File: src/rtl/hilo_mdu_pkg.sv
// Shared opcodes, FSM encoding and helpers for the HI/LO multiply/divide unit.
package hilo_mdu_pkg;

  localparam logic [4:0] ALU_DONOTHING = 5'd0;
  localparam logic [4:0] ALU_ADD       = 5'd1;
  localparam logic [4:0] ALU_MULT      = 5'd10;
  localparam logic [4:0] ALU_MULTU     = 5'd11;
  localparam logic [4:0] ALU_DIV       = 5'd12;
  localparam logic [4:0] ALU_DIVU      = 5'd13;
  localparam logic [4:0] ALU_MFHI      = 5'd14;
  localparam logic [4:0] ALU_MFLO      = 5'd15;
  localparam logic [4:0] ALU_MTHI      = 5'd16;
  localparam logic [4:0] ALU_MTLO      = 5'd17;
  localparam logic [4:0] ALU_ZERO      = 5'd31;

  localparam int DIV_ITERS = 32;

  typedef enum logic [1:0] {
    ST_IDLE = 2'd0,
    ST_MUL  = 2'd1,
    ST_DIV  = 2'd2,
    ST_DONE = 2'd3
  } mdu_state_t;

  function automatic logic is_mul_op(input logic [4:0] code);
    return (code == ALU_MULT) || (code == ALU_MULTU);
  endfunction

  function automatic logic is_div_op(input logic [4:0] code);
    return (code == ALU_DIV) || (code == ALU_DIVU);
  endfunction

  function automatic logic is_signed_op(input logic [4:0] code);
    return (code == ALU_MULT) || (code == ALU_DIV);
  endfunction

endpackage

File: src/rtl/hilo_mdu_div_radix2.sv
// Unsigned restoring divider, one quotient bit per cycle. The quot/rem outputs
// present the result of the iteration in progress, so done marks the final step.
module div_radix2
  import hilo_mdu_pkg::*;
(
  input  logic        clk,
  input  logic        rst,
  input  logic        start,
  input  logic        abort,
  input  logic [31:0] dividend,
  input  logic [31:0] divisor,
  output logic        done,
  output logic [31:0] quot,
  output logic [31:0] rem
);

  logic [31:0] rem_q, quot_q, dvs_q;
  logic [4:0]  cnt_q;
  logic        run_q;
  logic [32:0] rem_sh;
  logic        qbit;

  assign rem_sh = {rem_q, quot_q[31]};
  assign qbit   = rem_sh >= {1'b0, dvs_q};
  assign rem    = qbit ? 32'(rem_sh - {1'b0, dvs_q}) : rem_sh[31:0];
  assign quot   = {quot_q[30:0], qbit};
  assign done   = run_q & (cnt_q == 5'd0);

  always_ff @(posedge clk) begin
    if (rst) begin
      rem_q  <= '0;
      quot_q <= '0;
      dvs_q  <= '0;
      cnt_q  <= '0;
      run_q  <= 1'b0;
    end else if (abort) begin
      run_q <= 1'b0;
    end else if (start) begin
      rem_q  <= '0;
      quot_q <= dividend;
      dvs_q  <= divisor;
      cnt_q  <= 5'(DIV_ITERS - 1);
      run_q  <= 1'b1;
    end else if (run_q) begin
      rem_q  <= rem;
      quot_q <= quot;
      cnt_q  <= cnt_q - 5'd1;
      if (cnt_q == 5'd0) run_q <= 1'b0;
    end
  end

endmodule

File: src/rtl/hilo_mdu.sv
// HI/LO owner in EX: multi-cycle MULT/MULTU/DIV/DIVU plus single-cycle MTHI/MTLO,
// stalling the pipeline through busy_o while an operation is in flight.
module hilo_mdu
  import hilo_mdu_pkg::*;
#(
  parameter int MUL_LATENCY = 2
)(
  input  logic        clk,
  input  logic        rst,
  input  logic [4:0]  alucontrol,
  input  logic        valid_i,
  input  logic        flush_i,
  input  logic        stall_i,
  input  logic [31:0] a_i,
  input  logic [31:0] b_i,
  output logic        busy_o,
  output logic [31:0] hi_o,
  output logic [31:0] lo_o
);

  mdu_state_t  state;
  logic [4:0]  cnt;
  logic [31:0] a_q, b_q, hi, lo;
  logic        sgn_q;

  logic        issue, sgn_in;
  logic [31:0] abs_a, abs_b;
  logic        div_start, div_abort, div_done;
  logic [31:0] quot_u, rem_u, quot_s, rem_s;
  logic        neg_q, neg_r;
  logic signed [63:0] prod;

  assign issue  = valid_i & ~flush_i & (is_mul_op(alucontrol) | is_div_op(alucontrol));
  assign sgn_in = is_signed_op(alucontrol);
  assign abs_a  = (sgn_in & a_i[31]) ? -a_i : a_i;
  assign abs_b  = (sgn_in & b_i[31]) ? -b_i : b_i;

  // Divider takes magnitudes straight from the issue cycle; signs are fixed up on write-back.
  assign div_start = (state == ST_IDLE) & issue & is_div_op(alucontrol);
  assign div_abort = (state == ST_DIV) & flush_i;

  div_radix2 u_div (
    .clk      (clk),
    .rst      (rst),
    .start    (div_start),
    .abort    (div_abort),
    .dividend (abs_a),
    .divisor  (abs_b),
    .done     (div_done),
    .quot     (quot_u),
    .rem      (rem_u)
  );

  assign prod = $signed({{32{sgn_q & a_q[31]}}, a_q}) * $signed({{32{sgn_q & b_q[31]}}, b_q});

  assign neg_q  = sgn_q & (a_q[31] ^ b_q[31]);
  assign neg_r  = sgn_q & a_q[31];
  assign quot_s = neg_q ? -quot_u : quot_u;
  assign rem_s  = neg_r ? -rem_u : rem_u;

  assign busy_o = ((state == ST_IDLE) & issue) |
                  (((state == ST_MUL) | (state == ST_DIV)) & ~flush_i);
  assign hi_o   = hi;
  assign lo_o   = lo;

  always_ff @(posedge clk) begin
    if (rst) begin
      state <= ST_IDLE;
      cnt   <= '0;
      a_q   <= '0;
      b_q   <= '0;
      sgn_q <= 1'b0;
      hi    <= '0;
      lo    <= '0;
    end else begin
      case (state)
        ST_IDLE: begin
          if (issue) begin
            a_q   <= a_i;
            b_q   <= b_i;
            sgn_q <= sgn_in;
            if (is_mul_op(alucontrol)) begin
              state <= ST_MUL;
              cnt   <= 5'(MUL_LATENCY - 1);
            end else begin
              state <= ST_DIV;
              cnt   <= 5'(DIV_ITERS - 1);
            end
          end else if (valid_i & ~flush_i & ~stall_i) begin
            if (alucontrol == ALU_MTHI) hi <= a_i;
            if (alucontrol == ALU_MTLO) lo <= a_i;
          end
        end
        ST_MUL: begin
          if (flush_i) begin
            state <= ST_IDLE;
          end else if (cnt == 5'd0) begin
            {hi, lo} <= prod;
            state    <= ST_DONE;
          end else begin
            cnt <= cnt - 5'd1;
          end
        end
        ST_DIV: begin
          if (flush_i) begin
            state <= ST_IDLE;
          end else if (div_done) begin
            // Divide by zero bypasses sign correction entirely.
            if (b_q == 32'd0) begin
              hi <= a_q;
              lo <= 32'hFFFF_FFFF;
            end else begin
              hi <= rem_s;
              lo <= quot_s;
            end
            state <= ST_DONE;
          end else begin
            cnt <= cnt - 5'd1;
          end
        end
        ST_DONE: begin
          if (flush_i | ~stall_i) state <= ST_IDLE;
        end
        default: state <= ST_IDLE;
      endcase
    end
  end

endmodule

File: config.mk
export PLATFORM = sky130hd
export DESIGN_NAME = hilo_mdu
export DESIGN_NICKNAME = d
export VERILOG_FILES = /design/src/rtl/hilo_mdu_pkg.sv /design/src/rtl/hilo_mdu_div_radix2.sv /design/src/rtl/hilo_mdu.sv
export SDC_FILE = /design/constraint.sdc
export NUM_CORES = 2
export LEC_CHECK = 0
export CAP_MARGIN = 40
export CORE_MARGIN = 10
export CORE_UTILIZATION = 35
export DETAILED_ROUTE_END_ITERATION = 16
export PLACE_DENSITY_LB_ADDON = 0.25
export SLEW_MARGIN = 5
export SYNTH_ARGS = -nofsm -noshare
export SYNTH_HDL_FRONTEND = slang
export SYNTH_SLANG_ARGS = --single-unit
export TNS_END_PERCENT = 1
File: constraint.sdc
create_clock -name clk -period 10.8 [get_ports clk]
set_input_delay 2.16 -clock clk [delete_from_list [all_inputs] [get_ports clk]]
set_output_delay 2.16 -clock clk [all_outputs]
set_load 0.01 [all_outputs]
Word-level counts from Yosys, hierarchy flattened
Index checks and enable logic that the tools add are counted.
{"block": "op_classes", "mux": 47, "eq_ne": 23, "n_addsub": 7, "n_bitwise": 21, "n_reduce_logical": 17, "n_mul": 1, "n_lt_le_gt_ge": 1}
{"operator": "$mux W32", "count": 25}
{"operator": "$pmux W32 S3", "count": 2}
{"operator": "$neg A32 Y32", "count": 4}
{"operator": "$mul A33 B33 Y64", "count": 1}
{"operator": "$mux W5", "count": 8}
{"operator": "$ge A33 B32 Y1", "count": 1}
{"operator": "$logic_not A32 Y1", "count": 1}
{"operator": "$sub A32 B32 Y32", "count": 1}
{"operator": "$eq A5 B4 Y1 const B", "count": 4}
{"operator": "$ne A2 B2 Y1 const B", "count": 8}
{"operator": "$reduce_and A8 Y1", "count": 2}
{"operator": "$pmux W5 S3", "count": 1}
{"operator": "$mux W2", "count": 7}
{"operator": "$and A1 B1 Y1", "count": 13}
{"operator": "$eq A5 B5 Y1 const B", "count": 2}
{"operator": "$logic_not A5 Y1", "count": 2}
{"operator": "$sub A5 B1 Y5 const B", "count": 2}
{"operator": "$ne A2 B1 Y1 const B", "count": 4}
{"operator": "$pmux W2 S4", "count": 1}
{"operator": "$reduce_and A2 Y1", "count": 3}
{"operator": "$reduce_and A6 Y1", "count": 1}
{"operator": "$eq A2 B2 Y1 const B", "count": 2}
{"operator": "$or A1 B1 Y1", "count": 4}
{"operator": "$reduce_and A4 Y1", "count": 1}
{"operator": "11 further kinds", "count": 17}
{"block": "word_totals", "in_bits": 74, "out_inout_bits": 65, "word_cells": 129, "regBits": 238}

Longest topological paths before layout
{"block": "logic_depth", "word_depth": 8, "depth_mapped": 35, "depth_no_buf": 30}

Hierarchy
From an unflattened synthesis, not the netlist that was laid out.
{"block": "unflattened", "hier_cells": 6298, "hier_area_um2": 53628.9}
{"module": "hilo_mdu", "area_each_um2": 47354.2, "cells_per_inst": 5556, "instances": 1, "seq_area_each_um2": 2722.6}
{"module": "div_radix2", "area_each_um2": 6274.8, "cells_per_inst": 742, "instances": 1, "seq_area_each_um2": 2042.0}

Worst setup path after synthesis
No wires, ideal clock.
{"block": "synth_path", "path_kind": "register to register", "start": "reg a_q[31]", "end": "reg hi[30], in the netlist hi_o[30]", "path_slack_ns": 1.633, "synth_period_minus_slack_ns": 9.167, "setup_ns": 0.091, "path_buffers": 6, "required_ns": 10.709, "path_stages_with_launch": 35, "t_arrival_ns": 9.076, "cell_sequence": "dfxtp_1 > clkbuf_1 > and2_1 > clkbuf_1 > clkbuf_1 > clkbuf_1 > clkbuf_1 > nand2_1 > inv_1 > fa_1 > inv_1 > fa_1 > inv_1 > fa_1 > fa_1 > inv_1 > fa_1 > inv_1 > fa_1 > inv_1 > fa_1 > fa_1 > inv_1 > ha_1 > clkbuf_1 > a21o_1 > a21o_1 > a21oi_1 > o21ai_0 > or3_1 > a221oi_1 > o31a_1 > o2111a_1 > a211oi_1 > a311oi_1"}
{"block": "synth_between", "elab_chain_cells": 6, "elab_cells_between_ends": 9, "cone_classes": "1 x mul; 7 x mux; 1 x bitwise"}
{"element": "from (decl)", "line_no": "hilo_mdu.sv:23", "text": "logic [31:0] a_q, b_q, hi, lo;"}
{"element": "from (signal assigned)", "line_no": "hilo_mdu.sv:79", "text": "a_q <= a_i;"}
{"element": "parallel branches: the longest is 5 deep, another holds $mul A33 B33 Y64"}
{"element": "$pmux W32 S3 (*)", "line_no": "hilo_mdu.sv:76", "text": "case (state)"}
{"element": "to (signal assigned)", "line_no": "hilo_mdu.sv:90", "text": "if (alucontrol == ALU_MTHI) hi <= a_i;"}
{"element": "to (signal assigned)", "line_no": "hilo_mdu.sv:110", "text": "hi <= a_q;"}
{"element": "to (signal assigned)", "line_no": "hilo_mdu.sv:113", "text": "hi <= rem_s;"}
{"element": "to (decl)", "line_no": "hilo_mdu.sv:23"}
Every way passes the cells marked *. The select of a mux whose other input is x is not followed.
A chain may end at the register's enable or synchronous reset.

Final worst setup path
{"block": "layout_path", "start": "reg a_q[13]", "end": "reg hi[30], in the netlist hi_o[30]"}
{"block": "layout_between", "elab_chain_cells": 4}
{"element": "$mul A33 B33 Y64", "line_no": "hilo_mdu.sv:54", "text": "assign prod = $signed({{32{sgn_q & a_q[31]}}, a_q}) * $signed({{32{sgn_q & b_q[31]}}, b_q});"}
{"element": "$mux W32", "line_no": "hilo_mdu.sv:97", "text": "end else if (cnt == 5'd0) begin"}
{"element": "$mux W32", "line_no": "hilo_mdu.sv:95", "text": "if (flush_i) begin"}
{"element": "$pmux W32 S3", "line_no": "hilo_mdu.sv:76"}
{"element": "to (signal assigned)", "line_no": "hilo_mdu.sv:90"}
{"element": "to (signal assigned)", "line_no": "hilo_mdu.sv:98", "text": "{hi, lo} <= prod;"}
{"element": "to (signal assigned)", "line_no": "hilo_mdu.sv:110"}
No other way between the ends. The select of a mux whose other input is x is not followed.

==> results.yml <==
grt:
  grt_pass1_vias: 45000
  grt_usage: 0.214
  antenna_found_initial: 14
  grt_max_degree: 85
  grt_pass1_wl_um: 282000
  globalRouteOverflowTotal: 0
floorplanning:
  die_area_um2: 169000
  ioPinCount: 139
  fp-row-count: 143
  core_um2: 152000
  dieWidth_um: 412
  initial_utilization: 0.353
  dieHeight_um: 412
yosys:
  synthArstFlopShare: 0
  syn_area_per_cell_um2: 8.38
  synth_sequential_area_ratio: 0.0887
  syn_inst: 6406
  ys.warnings.count: 0
  yosysTopAreaCell: "fa_1"
  synth-seq-cells: 238
  syn_area_um2: 53700
  synth_cell_types: 87
  synth_top_area_frac: 0.420
  synth_ff_type: "dfxtp_1"
  syn-num-nets: 7864
  synth-edff-count: 0
  synth.area.top_cells: "fa_1 (42%), dfxtp_1 (8.9%), inv_1 (8.3%), nand2_1 (7.1%), ha_1 (6.0%)"
clock_network:
  cts_buffers: 31
  htree_num_levels: 1
  clockRootBuffer: "clkbuf_16"
  cts_buffer_depth: 3
  postCtsResizedCells: 0
  clk_pin_slew_worst_paths_ns: 0.07
  clock_latency_ns: 0.63
  clock-sinks: 238
  cts_tree: "done"
  postCtsSetupRepairBufs: 0
  cts_hold_buffers: 0
power_and_ir_drop:
  power.share.clock: 0.352
  power_frac_seq: 0.312
  internal_power_uw: 1940
  ir_worst_vdd_mv: 0.133
  p_leak_uw: 0.0268
  p_comb_frac: 0.336
  netSwitchingPower_uw: 1350
  power.density_nw_per_um2: 56.3
  total_power_uw: 3290
  switching_share: 0.411
setup_path:
  max_stage_delay_ns: 0.83
  crit_slowest_cell: "dfxtp_1"
  crit_arrival_ns: 10.57
  reg2reg_slack_ns: 0.73
  worst_setup_path_end_kind: "flip-flop"
  rr_worst_depth: 28
  critical_path_peak_fanout: 25
  crit_top_cell: "fa_1"
  reg2reg_from: "a_q[13]$_SDFFE_PP0P_"
  crit_required_ns: 11.29
  startpoint: "a_q[13]$_SDFFE_PP0P_"
  worstSetupPathType: "reg -> reg"
  cp-start-kind: "flip-flop"
placement:
  hpwl_um: 151000
  portBuffers: 138
  dp.cells: 8281
  gp_congestion: 0.936
timing:
  clock_skew_ns: 0.0172
  fin_crit_sh: 0.933
  setup_viol: 0
  tightest_slew_ns: 0.976
  finalCriticalPeriod_ns: 10.07
  rsz0062_at_grt: "no"
  fin_setup_tns_ns: 0
  fmax_mhz: 99.3
  drv_slew: 0
  hold_viol: 0
  hold-worst-slack_ns: 0.458
  max-slew-margin-rel: 0.349
min_path:
  min_path_type: "reg -> reg"
  min_from: "hi_o[4]$_SDFFE_PP0P_"
  min_path_cells: 2
finish:
  drive_gt1_frac: 0.0400
  utilization: 0.384
  syn_to_final_growth_pct: 8.88
  nets: 7742
  fillers: 15600
  stdcell_count: 8338
run:
  max-cap-violations: 0
routing:
  dr.first_iter.drc_count: 3581
  viasPerCell: 5.27
  wl_per_cell_um: 21.8
  firstDrtPassIters: 5
  detail-route-antenna-nets: 0
  vias: 43900
  drc: 0
  wirelength_um: 182000
outcome:
  run_status: "completed"
## path summary, 6_finish.rpt
path,endpoint
worst min-delay path,hi_o[4]$_SDFFE_PP0P_
worst min register to register,hi_o[4]$_SDFFE_PP0P_
worst max-delay path,hi_o[30]$_SDFFE_PP0P_
worst max register to register,hi_o[30]$_SDFFE_PP0P_
## cell type report
type	count	area, um^2	share of cell area
sequential	238	4770	0.0815
clock inverter	17	225	0.00385
inverter	1194	4480	0.0767
tap	2030	2540	0.0434
timing repair buffer	284	2800	0.0479
clock buffer	39	856	0.0146
antenna	1	2.50	0.0000428
multi-input combinational	4535	42800	0.732
## layout by cell type, fill, tap and decap left out, drive strengths merged, types with 13 or more instances in the layout
cell type / n
nor2: 366
or3: 29
mux2i: 14
buf: 145
a31oi: 21
xor2: 84
nand4: 22
o41ai: 18
nand3: 42
a311oi: 26
a221oi: 22
o21ai: 155
clkbuf: 40
nor3: 62
nor4: 29
dfxtp: 238
o31ai: 23
a21o: 39
nand2b: 33
nor2b: 20
and3: 34
fa: 1126
and2: 356
a21oi: 325
o21a: 19
o211ai: 15
a22oi: 20
inv: 1200
nand2: 1010
a2111oi: 28
clkdlybuf4s50: 137
ha: 258
a211oi: 84
or2: 13
xnor2: 124
## synthesized netlist by cell type (14+ instances only)
library cell and instances:
inv_1 1192, o31ai_1 21, a22oi_1 20, nand2_1 1010
a21oi_1 324, nand4_1 22, and3_1 34, ha_1 258
a311oi_1 26, and2_1 356, a2111oi_0 23, nor3_1 61
buf_2 25, nand3_1 42, xnor2_1 124, nand2b_1 33
nor4_1 29, fa_1 1126, clkbuf_1 398, a31oi_1 21
o21a_1 18, o41ai_1 17, nor2b_1 20, a221oi_1 21
xor2_1 84, a21o_1 39, dfxtp_1 238, a211oi_1 82
or3_1 29, nor2_1 366, mux2i_1 14, o21ai_0 150
## power by group through the flow
stage          sequential, uW  combinational [uW]  clock, uW
2_1_floorplan            1020                 527          0
3_3_place_gp             1050                1060          0
3_5_place_dp             1050                1070          0
4_1_cts                  1030                1080       1170
5_1_grt                  1030                1160       1200
6_report                 1030                1110       1160
## per-layer routing
| layer | up-vias | wire length, um | track usage |
|---|---|---|---|
| met4 | 10 | 6470 | 0.0636 |
| met5 | - | 69 | 0 |
| met3 | 275 | 12100 | 0.0259 |
| li1 | 19400 | - | - |
| met1 | 22600 | 76100 | 0.288 |
| met2 | 1557 | 87400 | 0.359 |
## stage by stage
| stage | cell area, um^2 | setup slack, ns |
|---|---|---|
| 6_report | 58500 | 0.727 |
| 5_1_grt | 58500 | 0.298 |
| 4_1_cts | 58500 | 0.858 |
| 3_5_place_dp | 57400 | 0.907 |
| 3_3_place_gp | 56900 | 0.910 |
| 2_1_floorplan | 53700 | 1.63 |
## critical path, delay by kind of cell (launching register included)
kind	cells	cell delay [ns]
buffers and inverters	6	0.71
and+or+nand+nor	5	1.58
adders and majority gates	9	4.36
AOI/OAI and AO/OA	8	2.45
DFF	1	0.83
## state kept, by name, summed over array words and instances, names as in the netlist
name / count
u_div.rem_q: 32
u_div.quot_q: 32
cnt: 5
lo_o: 32
state: 2
sgn_q: 1
hi_o: 32
a_q: 32
u_div.dvs_q: 32
u_div.cnt_q: 5
b_q: 32
u_div.run_q: 1
## kinds of logic (layout without fill, tap and decap cells)
group / after synthesis / in the layout / synth area share
DFF: 238 / 238 / 0.0887
and+or+nand+nor: 2056 / 2056 / 0.174
xor gates and xnor gates: 208 / 208 / 0.0339
AOI/OAI and AO/OA: 873 / 873 / 0.105
muxes: 14 / 14 / 0.00261
buffers and inverters: 1633 / 1534 / 0.115
other: 0 / 1 / 0
adders and majority gates: 1384 / 1384 / 0.480
No activity file was read; power rests on OpenSTA's default activity.
